--- src/rtl/int_bitpacker_pkg.sv ---
// Shared defaults, state encoding and element-width clamp for the quantized-integer datapath
// (int_bitpacker and fp2int_bfloat16).
package int_bitpacker_pkg;

    localparam int unsigned MAX_BW_DEFAULT     = 16;
    localparam int unsigned WORD_WIDTH_DEFAULT = 32;

    localparam logic [0:0] ST_ACCUM = 1'b0;
    localparam logic [0:0] ST_TAIL  = 1'b1;

    function automatic int unsigned clamp_bw(input int unsigned bw, input int unsigned max_bw);
        return (bw > max_bw) ? max_bw : bw;
    endfunction

endpackage

--- src/rtl/int_bitpacker_mask.sv ---
// Clamps the requested element width and keeps only that many LSBs of the element.
module int_bitpacker_mask
    import int_bitpacker_pkg::*;
#(
    parameter int unsigned MAX_BW = MAX_BW_DEFAULT
) (
    input  logic [$clog2(MAX_BW):0] bitwidth,
    input  logic [MAX_BW-1:0]       value,
    output logic [MAX_BW-1:0]       masked,
    output logic [$clog2(MAX_BW):0] bw
);

    int unsigned bw_int;

    always_comb begin
        bw_int = clamp_bw(int'(unsigned'(bitwidth)), MAX_BW);
        bw     = ($clog2(MAX_BW) + 1)'(bw_int);
        masked = '0;
        for (int unsigned i = 0; i < MAX_BW; i++) begin
            masked[i] = value[i] & (i < bw_int);
        end
    end

endmodule

--- src/rtl/int_bitpacker.sv ---
// Packs variable-width quantized integers LSB-first into dense fixed-width words; a flush
// closes the packet and emits any partial word zero-padded.
module int_bitpacker
    import int_bitpacker_pkg::*;
#(
    parameter int unsigned MAX_BITWIDTH_QUANTIZED_DATA = MAX_BW_DEFAULT,
    parameter int unsigned WORD_WIDTH                  = WORD_WIDTH_DEFAULT
) (
    input  logic                                         clk,
    input  logic                                         rst,
    input  logic                                         values_rdy,
    input  logic [$clog2(MAX_BITWIDTH_QUANTIZED_DATA):0] bitwidth,
    input  logic [MAX_BITWIDTH_QUANTIZED_DATA-1:0]       value,
    input  logic                                         flush,
    output logic                                         word_rdy,
    output logic [WORD_WIDTH-1:0]                        word,
    output logic                                         word_last,
    output logic [$clog2(WORD_WIDTH):0]                  word_valid_bits
);

    localparam int unsigned MAXW   = MAX_BITWIDTH_QUANTIZED_DATA;
    localparam int unsigned BW_W   = $clog2(MAXW) + 1;
    localparam int unsigned VB_W   = $clog2(WORD_WIDTH) + 1;
    localparam int unsigned ACC_W  = WORD_WIDTH + MAXW;
    localparam int unsigned FILL_W = $clog2(ACC_W + 1);
    localparam logic [FILL_W-1:0] WORD_FILL = FILL_W'(WORD_WIDTH);
    localparam logic [VB_W-1:0]   WORD_VB   = VB_W'(WORD_WIDTH);

    logic [MAXW-1:0]   masked;
    logic [BW_W-1:0]   bw_clamped;
    logic [BW_W-1:0]   bw_eff;
    logic [ACC_W-1:0]  ins_val;
    logic [ACC_W-1:0]  base_acc;
    logic [FILL_W-1:0] base_fill;
    logic [ACC_W-1:0]  acc_new;
    logic [FILL_W-1:0] nfill;

    logic [0:0]        state;
    logic [ACC_W-1:0]  acc;
    logic [FILL_W-1:0] fill;

    int_bitpacker_mask #(
        .MAX_BW (MAXW)
    ) u_mask (
        .bitwidth (bitwidth),
        .value    (value),
        .masked   (masked),
        .bw       (bw_clamped)
    );

    // In TAIL the held bits belong to the closing packet, so a new element starts from empty.
    always_comb begin
        bw_eff    = values_rdy ? bw_clamped : '0;
        ins_val   = values_rdy ? ACC_W'(masked) : '0;
        base_acc  = (state == ST_TAIL) ? '0 : acc;
        base_fill = (state == ST_TAIL) ? '0 : fill;
        acc_new   = base_acc | (ins_val << base_fill);
        nfill     = base_fill + FILL_W'(bw_eff);
    end

    always_ff @(posedge clk) begin
        if (rst) begin
            word_rdy        <= 1'b0;
            word            <= '0;
            word_last       <= 1'b0;
            word_valid_bits <= '0;
            acc             <= '0;
            fill            <= '0;
            state           <= ST_ACCUM;
        end else begin
            word_rdy <= 1'b0;
            if (state == ST_TAIL) begin
                word_rdy        <= 1'b1;
                word            <= acc[WORD_WIDTH-1:0];
                word_last       <= 1'b1;
                word_valid_bits <= VB_W'(fill);
                if (flush && (bw_eff != '0)) begin
                    // Output slot is taken by the remainder; the flushed element goes out next.
                    acc   <= acc_new;
                    fill  <= nfill;
                    state <= ST_TAIL;
                end else if (flush) begin
                    acc   <= '0;
                    fill  <= '0;
                    state <= ST_ACCUM;
                end else begin
                    acc   <= acc_new;
                    fill  <= nfill;
                    state <= ST_ACCUM;
                end
            end else if (flush) begin
                if (nfill == '0) begin
                    acc  <= '0;
                    fill <= '0;
                end else if (nfill <= WORD_FILL) begin
                    word_rdy        <= 1'b1;
                    word            <= acc_new[WORD_WIDTH-1:0];
                    word_last       <= 1'b1;
                    word_valid_bits <= VB_W'(nfill);
                    acc             <= '0;
                    fill            <= '0;
                end else begin
                    word_rdy        <= 1'b1;
                    word            <= acc_new[WORD_WIDTH-1:0];
                    word_last       <= 1'b0;
                    word_valid_bits <= WORD_VB;
                    acc             <= acc_new >> WORD_WIDTH;
                    fill            <= nfill - WORD_FILL;
                    state           <= ST_TAIL;
                end
            end else if (nfill >= WORD_FILL) begin
                word_rdy        <= 1'b1;
                word            <= acc_new[WORD_WIDTH-1:0];
                word_last       <= 1'b0;
                word_valid_bits <= WORD_VB;
                acc             <= acc_new >> WORD_WIDTH;
                fill            <= nfill - WORD_FILL;
            end else begin
                acc  <= acc_new;
                fill <= nfill;
            end
        end
    end

endmodule

--- config.mk ---
export PLATFORM = sky130hd
export DESIGN_NAME = int_bitpacker
export DESIGN_NICKNAME = d
export VERILOG_FILES = /design/src/rtl/int_bitpacker_pkg.sv /design/src/rtl/int_bitpacker_mask.sv /design/src/rtl/int_bitpacker.sv
export SDC_FILE = /design/constraint.sdc
export NUM_CORES = 1
export LEC_CHECK = 0
export CORE_MARGIN = 3
export CORE_UTILIZATION = 45
export CTS_CLUSTER_DIAMETER = 30
export DETAILED_ROUTE_END_ITERATION = 10
export PLACE_DENSITY = 0.66
export SLEW_MARGIN = 20
export SYNTH_ARGS = -nofsm -noshare
export SYNTH_HDL_FRONTEND = slang
export SYNTH_SLANG_ARGS = --single-unit
--- constraint.sdc ---
create_clock -name clk -period 3.76 [get_ports clk]
set_input_delay 0.94 -clock clk [delete_from_list [all_inputs] [get_ports clk]]
set_output_delay 0.94 -clock clk [all_outputs]
set_load 0.02 [all_outputs]
==> results of run 1 <==
sequential cells by signal (all words and copies together) (netlist names):
register	count
word_valid_bits	6
word_rdy	1
acc	48
fill	6
word_last	1
word	32
state	1
placed cells by master (no fill, tap or decap), types with 8 or more instances in the layout:
cell type	count
a22oi_1	23
nand3_1	10
o22ai_1	14
nor2b_1	8
mux2i_1	8
a31oi_1	12
nand2_1	61
clkdlybuf4s50_1	64
a211oi_1	8
clkbuf_16	9
a21oi_1	81
dfxtp_1	95
o21ai_0	51
nor3_1	24
inv_1	14
buf_4	81
and2_1	16
nor2_1	78
through the flow:
stage	instances	worst slack [ns]	utilization (%)	hold slack [ns]
floorplan	705	0.322	-	0.432
global placement	944	-0.197	57.8	0.439
detailed placement	944	-0.225	57.8	0.447
CTS	960	0.140	60.5	0.458
global route	960	-0.0225	60.5	0.477
finish	960	0.107	60.5	0.459
area by class of cell:
type | count | area (um2)
well taps | 143 | 179
multi-input cells | 542 | 3330
flip-flops and latches | 95 | 1900
clock inverters | 7 | 83.8
repair buffers | 148 | 1310
inverters | 16 | 60.1
clock buffers | 9 | 225
fillers | 1070 | 4620
kinds of logic (layout without fill, tap and decap cells):
family	Yosys count	count (layout)
compound gates	282	282
simple gates	236	236
flops	95	95
buf+inv	68	180
mux	17	17
fa+ha+maj	6	6
xor+xnor	1	1
what timing repair did:
action                                  in CTS  in global routing
gates resized for setup                      0                  2
buffers inserted                             0                  0
endpoints found under the setup margin       0                 13
worst max path at each step:
stage | start | endpoint | slack (ns)
floorplan | values_rdy | acc[26] | 0.32
global placement | values_rdy | fill[2] | -0.20
detailed placement | values_rdy | word[9] | -0.22
CTS | values_rdy | word[9] | 0.14
global route | values_rdy | word[9] | -0.02
finish | values_rdy | fill[1] | 0.11
worst min-delay path, cell delays in order (launching register included):
cell	delay, ns
dfxtp_1	0.31
nand2_1	0.05
a21oi_1	0.05
synth_stat cells, types with 5 or more instances:
master / n / share of area, %
ha_1: 5 / 1.1
nand3_1: 10 / 0.91
nor3_1: 24 / 2.2
dfxtp_1: 95 / 34
a21o_1: 7 / 0.95
o21ai_0: 52 / 4.7
nor2_1: 78 / 5.3
o211a_1: 5 / 0.91
buf_2: 21 / 1.9
or3_1: 5 / 0.57
a31oi_1: 13 / 1.5
a211oi_1: 8 / 1.1
a22oi_1: 23 / 3.1
o21ai_1: 5 / 0.45
o21a_1: 5 / 0.68
and3_1: 6 / 0.68
nand2_1: 61 / 4.1
o31a_1: 7 / 1.1
a21oi_1: 81 / 7.3
and2_1: 16 / 1.8
nor2b_1: 8 / 0.91
a222oi_1: 5 / 0.91
o22ai_1: 14 / 1.6
mux2i_1: 8 / 1.4
clkbuf_1: 24 / 1.6
nand4_1: 7 / 0.79
inv_1: 14 / 0.95
layer usage:
metal  up-vias  routed length (um)  global-route usage (%)
met4         0                 625                    11.6
li1       2848                   -                       -
met5         -                   0                       0
met3        52                1980                    8.28
met1      2950                8930                    41.7
met2       313                9210                    47.8
where the power goes:
part / switching, mW / internal [mW]
Sequential: 0.0274 / 1.06
Clock: 0.472 / 0.481
Combinational: 0.332 / 0.243
==> flow_metrics.env, run 1 <==
export IMPL_synth_compound_gate_area_share_pct=34.2
export IMPL_rows=39
export IMPL_clock_latency_ns=0.36
export IMPL_synthXorXnorAreaFrac_pct=0.158
export IMPL_design_die_area_mm2=0.0137
export IMPL_critPathMaxStageDelay_ns=0.41
export IMPL_slowest_stage="clkdlybuf4s50_1"
export IMPL_grt_start_max_net_pins=50
export IMPL_clockBufferDepth=2
export IMPL_clock_skew_ns=0.00646
export IMPL_setup_viol=0
export IMPL_max_cap_viol_count=0
export IMPL_vias_per_cell=6.42
export IMPL_dieHeight_um=117
export IMPL_leakage_nw=2.74
export IMPL_status="finished, final reports clean"
export IMPL_drtAntennaViolNets=0
export IMPL_grt_pass1_wl_um=32400
export IMPL_hpwlAfterDp_um=15600
export IMPL_cts_buffers=9
export IMPL_ys_seq_area_share_pct=34.4
export IMPL_min_to="acc[26]"
export IMPL_die_w_um=117
export IMPL_end_kind="flip-flop"
export IMPL_cts_tree="built"
export IMPL_clkTransAtPathRegs_ns=0.08
export IMPL_grt_overflow=0
export IMPL_synth_edff_count=0
export IMPL_cts_sinks=95
export IMPL_critical_path_buf_inv_count=4
export IMPL_yosysWarnings=0
export IMPL_wl_per_cell_um=21.6
export IMPL_io_pins=65
export IMPL_r2r_start="state"
export IMPL_area_delta_synth_final_pct=28.2
export IMPL_crit_fanout=9
export IMPL_period_minus_slack_ns=3.65
export IMPL_synth_area_mm2=0.00553
export IMPL_final_nets=843
export IMPL_synthSimpleGateAreaFrac_pct=20.1
export IMPL_syn_num_nets=736
export IMPL_yosys_cell_types_count=80
export IMPL_track_usage_pct=31.0
export IMPL_diodes=0
export IMPL_synth_top_family_by_area="compound AO/OA/AOI/OAI gates"
export IMPL_grt_pass1_vias=5942
export IMPL_fin_crit_sh_pct=97.1
export IMPL_fmax_mhz=274
export IMPL_power_total_mw=2.61
export IMPL_cp_top_family="compound AO/OA/AOI/OAI gates"
export IMPL_synth_fa_ha_area_share_pct=1.49
export IMPL_synthArstFlopShare_pct=0
export IMPL_required_ns=4.07
export IMPL_setup_tns_ns=0
export IMPL_peakVddDrop_uv=393
export IMPL_worstMarginPinSlew_ns=0.979
export IMPL_grt_setup_unrepaired="yes"
export IMPL_synth_seq_cells=95
export IMPL_arrival_ns=3.96
export IMPL_gp_congestion=0.998
export IMPL_hold_path_startpoint="acc[26]"
export IMPL_drt_wl_total_um=20700
export IMPL_htreeDepth=3
export IMPL_core_region_area_mm2=0.0117
export IMPL_rr_worst_depth=12
export IMPL_ctsRootBufferMaster="clkbuf_16"
export IMPL_drive_above_1_share_pct=16.3
export IMPL_vias=6163
export IMPL_fin_area_mm2=0.00709
export IMPL_syn_avg_cell_area_um2=7.84
export IMPL_first_pass_iters=5
export IMPL_io_buffers=64
export IMPL_crit_type="in2reg"
export IMPL_relSlewSlack_pct=34.3
export IMPL_start_util_pct=47.2
export IMPL_hold_viol=0
export IMPL_slew_violations=0
export IMPL_place_area_mm2=0.00677
export IMPL_muxShareOfSynthArea_pct=4.16
export IMPL_hp_class="reg2reg"
export IMPL_powerDensity_mw_per_mm2=368
export IMPL_drc_errors=0
export IMPL_min_path_cells=2
export IMPL_path_depth=14
export IMPL_ys_flop_type="dfxtp_1"
export IMPL_setup_worst_path_start_class="primary input"
export IMPL_r2r_end="fill[1]"
export IMPL_cts_hold_buf=0
export IMPL_grt_antenna_before_repair=0
export IMPL_drt_iter0_markers=727
export IMPL_reg2reg_slack_ns=0.54
export IMPL_synthCells=705
export IMPL_path_cells="clkdlybuf4s50_1 > nor2b_1 > buf_4 > and2_1 > ha_1 > buf_4 > a211oi_2 > o21a_1 > or3_1 > and2_1 > buf_4 > a31oi_2 > a21oi_1 > and2_1"
No activity file was read; power rests on OpenSTA's default activity.
==> inputs of run 2 (changes only) <==
CELL_PAD_IN_SITES_DETAIL_PLACEMENT = 1   (was not set)
CELL_PAD_IN_SITES_GLOBAL_PLACEMENT = 2   (was not set)
CORE_UTILIZATION = 33   (was 45)
PLACE_DENSITY = not set   (was 0.66)
PLACE_DENSITY_LB_ADDON = 0.1   (was not set)
==> run 2 against run 1 <==
Sequential share of layout area fell by 0.35 points. Global-route usage fell by 5.9 points. Core utilization fell by 16 points. Non-clock buffer count fell by 3. Fmax rose by 3.8%. Via count fell by 0.60%. First-iteration DRC count fell by 40%. Highest routed layer unchanged. Power rose by 1.5%.
==> flow_metrics.env, run 2 (synthesis results as in run 1) <==
export IMPL_setup_tns_ns=0
export IMPL_wl_per_cell_um=22.2
export IMPL_mostFrequentLayoutCells="95 x dfxtp_1, 81 x a21oi_1, 78 x nor2_1, 78 x buf_4, 64 x clkdlybuf4s50_1"
export IMPL_cpMostUsedCell="buf_4"
export IMPL_grt_start_max_net_pins=49
export IMPL_setup_worst_path_start_class="primary input"
export IMPL_relSlewSlack_pct=29.5
export IMPL_crit_fanout=7
export IMPL_die_w_um=135
export IMPL_final_util_pct=44.6
export IMPL_drtAntennaViolNets=0
export IMPL_core_region_area_mm2=0.0161
export IMPL_cts_buffers=9
export IMPL_diodes=0
export IMPL_min_path_cells=2
export IMPL_vias=6126
export IMPL_clock_latency_ns=0.35
export IMPL_wl_met3_um=1020
export IMPL_grt_overflow=0
export IMPL_switching_power_mw=0.816
export IMPL_powerDensity_mw_per_mm2=369
export IMPL_worst_hold_slack_ns=0.460
export IMPL_fin_crit_sh_pct=93.6
export IMPL_first_pass_iters=5
export IMPL_slowest_stage="clkdlybuf4s50_1"
export IMPL_dieHeight_um=135
export IMPL_worstMarginPinSlew_ns=1.05
export IMPL_period_minus_slack_ns=3.52
export IMPL_ctsRootBufferMaster="clkbuf_16"
export IMPL_final_nets=840
export IMPL_io_buffers=64
export IMPL_cts_sinks=95
export IMPL_critPathMaxStageDelay_ns=0.54
export IMPL_path_cells="clkdlybuf4s50_1 > nor2b_4 > and2_1 > ha_1 > fa_1 > xor2_1 > nor3_1 > o221ai_1 > buf_4 > o2111a_1 > buf_4 > a21o_1 > nand2_1 > a21oi_1"
export IMPL_grt_pass1_wl_um=35900
export IMPL_p_seq_share_pct=40.9
export IMPL_drc_errors=0
export IMPL_cts_hold_buf=0
export IMPL_hold_viol=0
export IMPL_cp_top_family="buffers and inverters"
export IMPL_critical_path_buf_inv_count=3
export IMPL_status="finished, final reports clean"
export IMPL_met2_length_um=10600
export IMPL_grt_setup_unrepaired="no"
export IMPL_clkTransAtPathRegs_ns=0.07
export IMPL_hpwlAfterDp_um=17300
export IMPL_p_int_mw=1.84
export IMPL_drt_iter0_markers=435
export IMPL_cts_tree="built"
export IMPL_required_ns=4.00
export IMPL_peakVddDrop_uv=303
export IMPL_grt_antenna_before_repair=1
export IMPL_slew_violations=0
export IMPL_regMostFlops="acc"
export IMPL_vias_per_cell=5.95
export IMPL_design_die_area_mm2=0.0183
export IMPL_max_cap_viol_count=0
export IMPL_drive_above_1_share_pct=16.1
export IMPL_sw_frac_of_total_pct=30.8
export IMPL_top_regs="acc (48), word (32)"
export IMPL_grt_pass1_vias=6324
export IMPL_pwr_share_comb_pct=22.2
export IMPL_setup_viol=0
export IMPL_area_delta_synth_final_pct=29.9
export IMPL_drt_wl_total_um=22800
export IMPL_clockBufferDepth=2
export IMPL_largest_reg_flops=48
export IMPL_start_util_pct=34.3
export IMPL_met1Wirelength_um=10800
export IMPL_final_common_cell="dfxtp_1"
export IMPL_rows=46
export IMPL_top_layer_used="met4"
export IMPL_gp_congestion=0.939
export IMPL_crit_type="in2reg"
export IMPL_hp_class="reg2reg"
export IMPL_pwr_share_clk_pct=36.9
export IMPL_leakage_nw=2.74
export IMPL_htreeDepth=3
export IMPL_end_kind="flip-flop"
export IMPL_rr_worst_depth=13
export IMPL_clock_skew_ns=0.00687
export IMPL_track_usage_pct=25.1
export IMPL_path_depth=14
export IMPL_io_pins=65
export IMPL_arrival_ns=3.76
export IMPL_fmax_mhz=284
-- run 2: repair_timing --
item	4_1_cts	5_1_grt
resized for setup	0	6
setup buffers	0	0
endpoints found under the setup margin	0	74
-- run 2: final cells by class --
type	instances	area, um2
clock buffer	9	225
clock inverter	7	83.8
fill	1959	8930
inverter	16	60.1
multi-input combinational	542	3350
sequential	95	1900
tap	216	270
timing repair buffer	145	1290
-- run 2: routing by layer --
layer / vias to the layer above / global-route usage, %
met2: 161 / 40.5
met1: 3092 / 34.4
met5: - / 0
li1: 2839 / -
met3: 34 / 4.68
met4: 0 / 7.05
-- run 2: path summary, 6_finish.rpt --
kind                                           end  slack [ns]               start
worst max-delay path                        acc[7]        0.24         bitwidth[4]
worst min-delay path            word_valid_bits[5]        0.46  word_valid_bits[5]
worst max register to register              acc[7]        0.55               state
worst min register to register  word_valid_bits[5]        0.46  word_valid_bits[5]
-- run 2: worst register-to-register path, delay by kind of cell, from the launching register on --
family / cells / cell delay (ns)
DFF: 1 / 0.46
buffers and inverters: 3 / 0.52
xor gates and xnor gates: 1 / 0.17
and+or+nand+nor: 3 / 0.59
AOI/OAI and AO/OA: 4 / 0.66
adders and majority gates: 2 / 0.70
-- run 2: power groups by stage --
stage          Sequential, mW  Combinational (mW)  Clock [mW]
2_1_floorplan            1.15               0.260           0
3_3_place_gp             1.11               0.569           0
3_5_place_dp             1.11               0.577           0
4_1_cts                  1.08               0.581        1.00
5_1_grt                  1.09               0.631        1.04
6_report                 1.08               0.588       0.980
-- run 2: per-stage QoR --
step           area (um2)  std cells  power, mW  setup slack (ns)
2_1_floorplan        5530        705       1.41             0.322
3_3_place_gp         6840       1014       1.68            -0.207
3_5_place_dp         6840       1014       1.68            -0.264
4_1_cts              7150       1030       2.67            0.0354
5_1_grt              7180       1030       2.76            0.0206
6_report             7180       1030       2.65             0.241
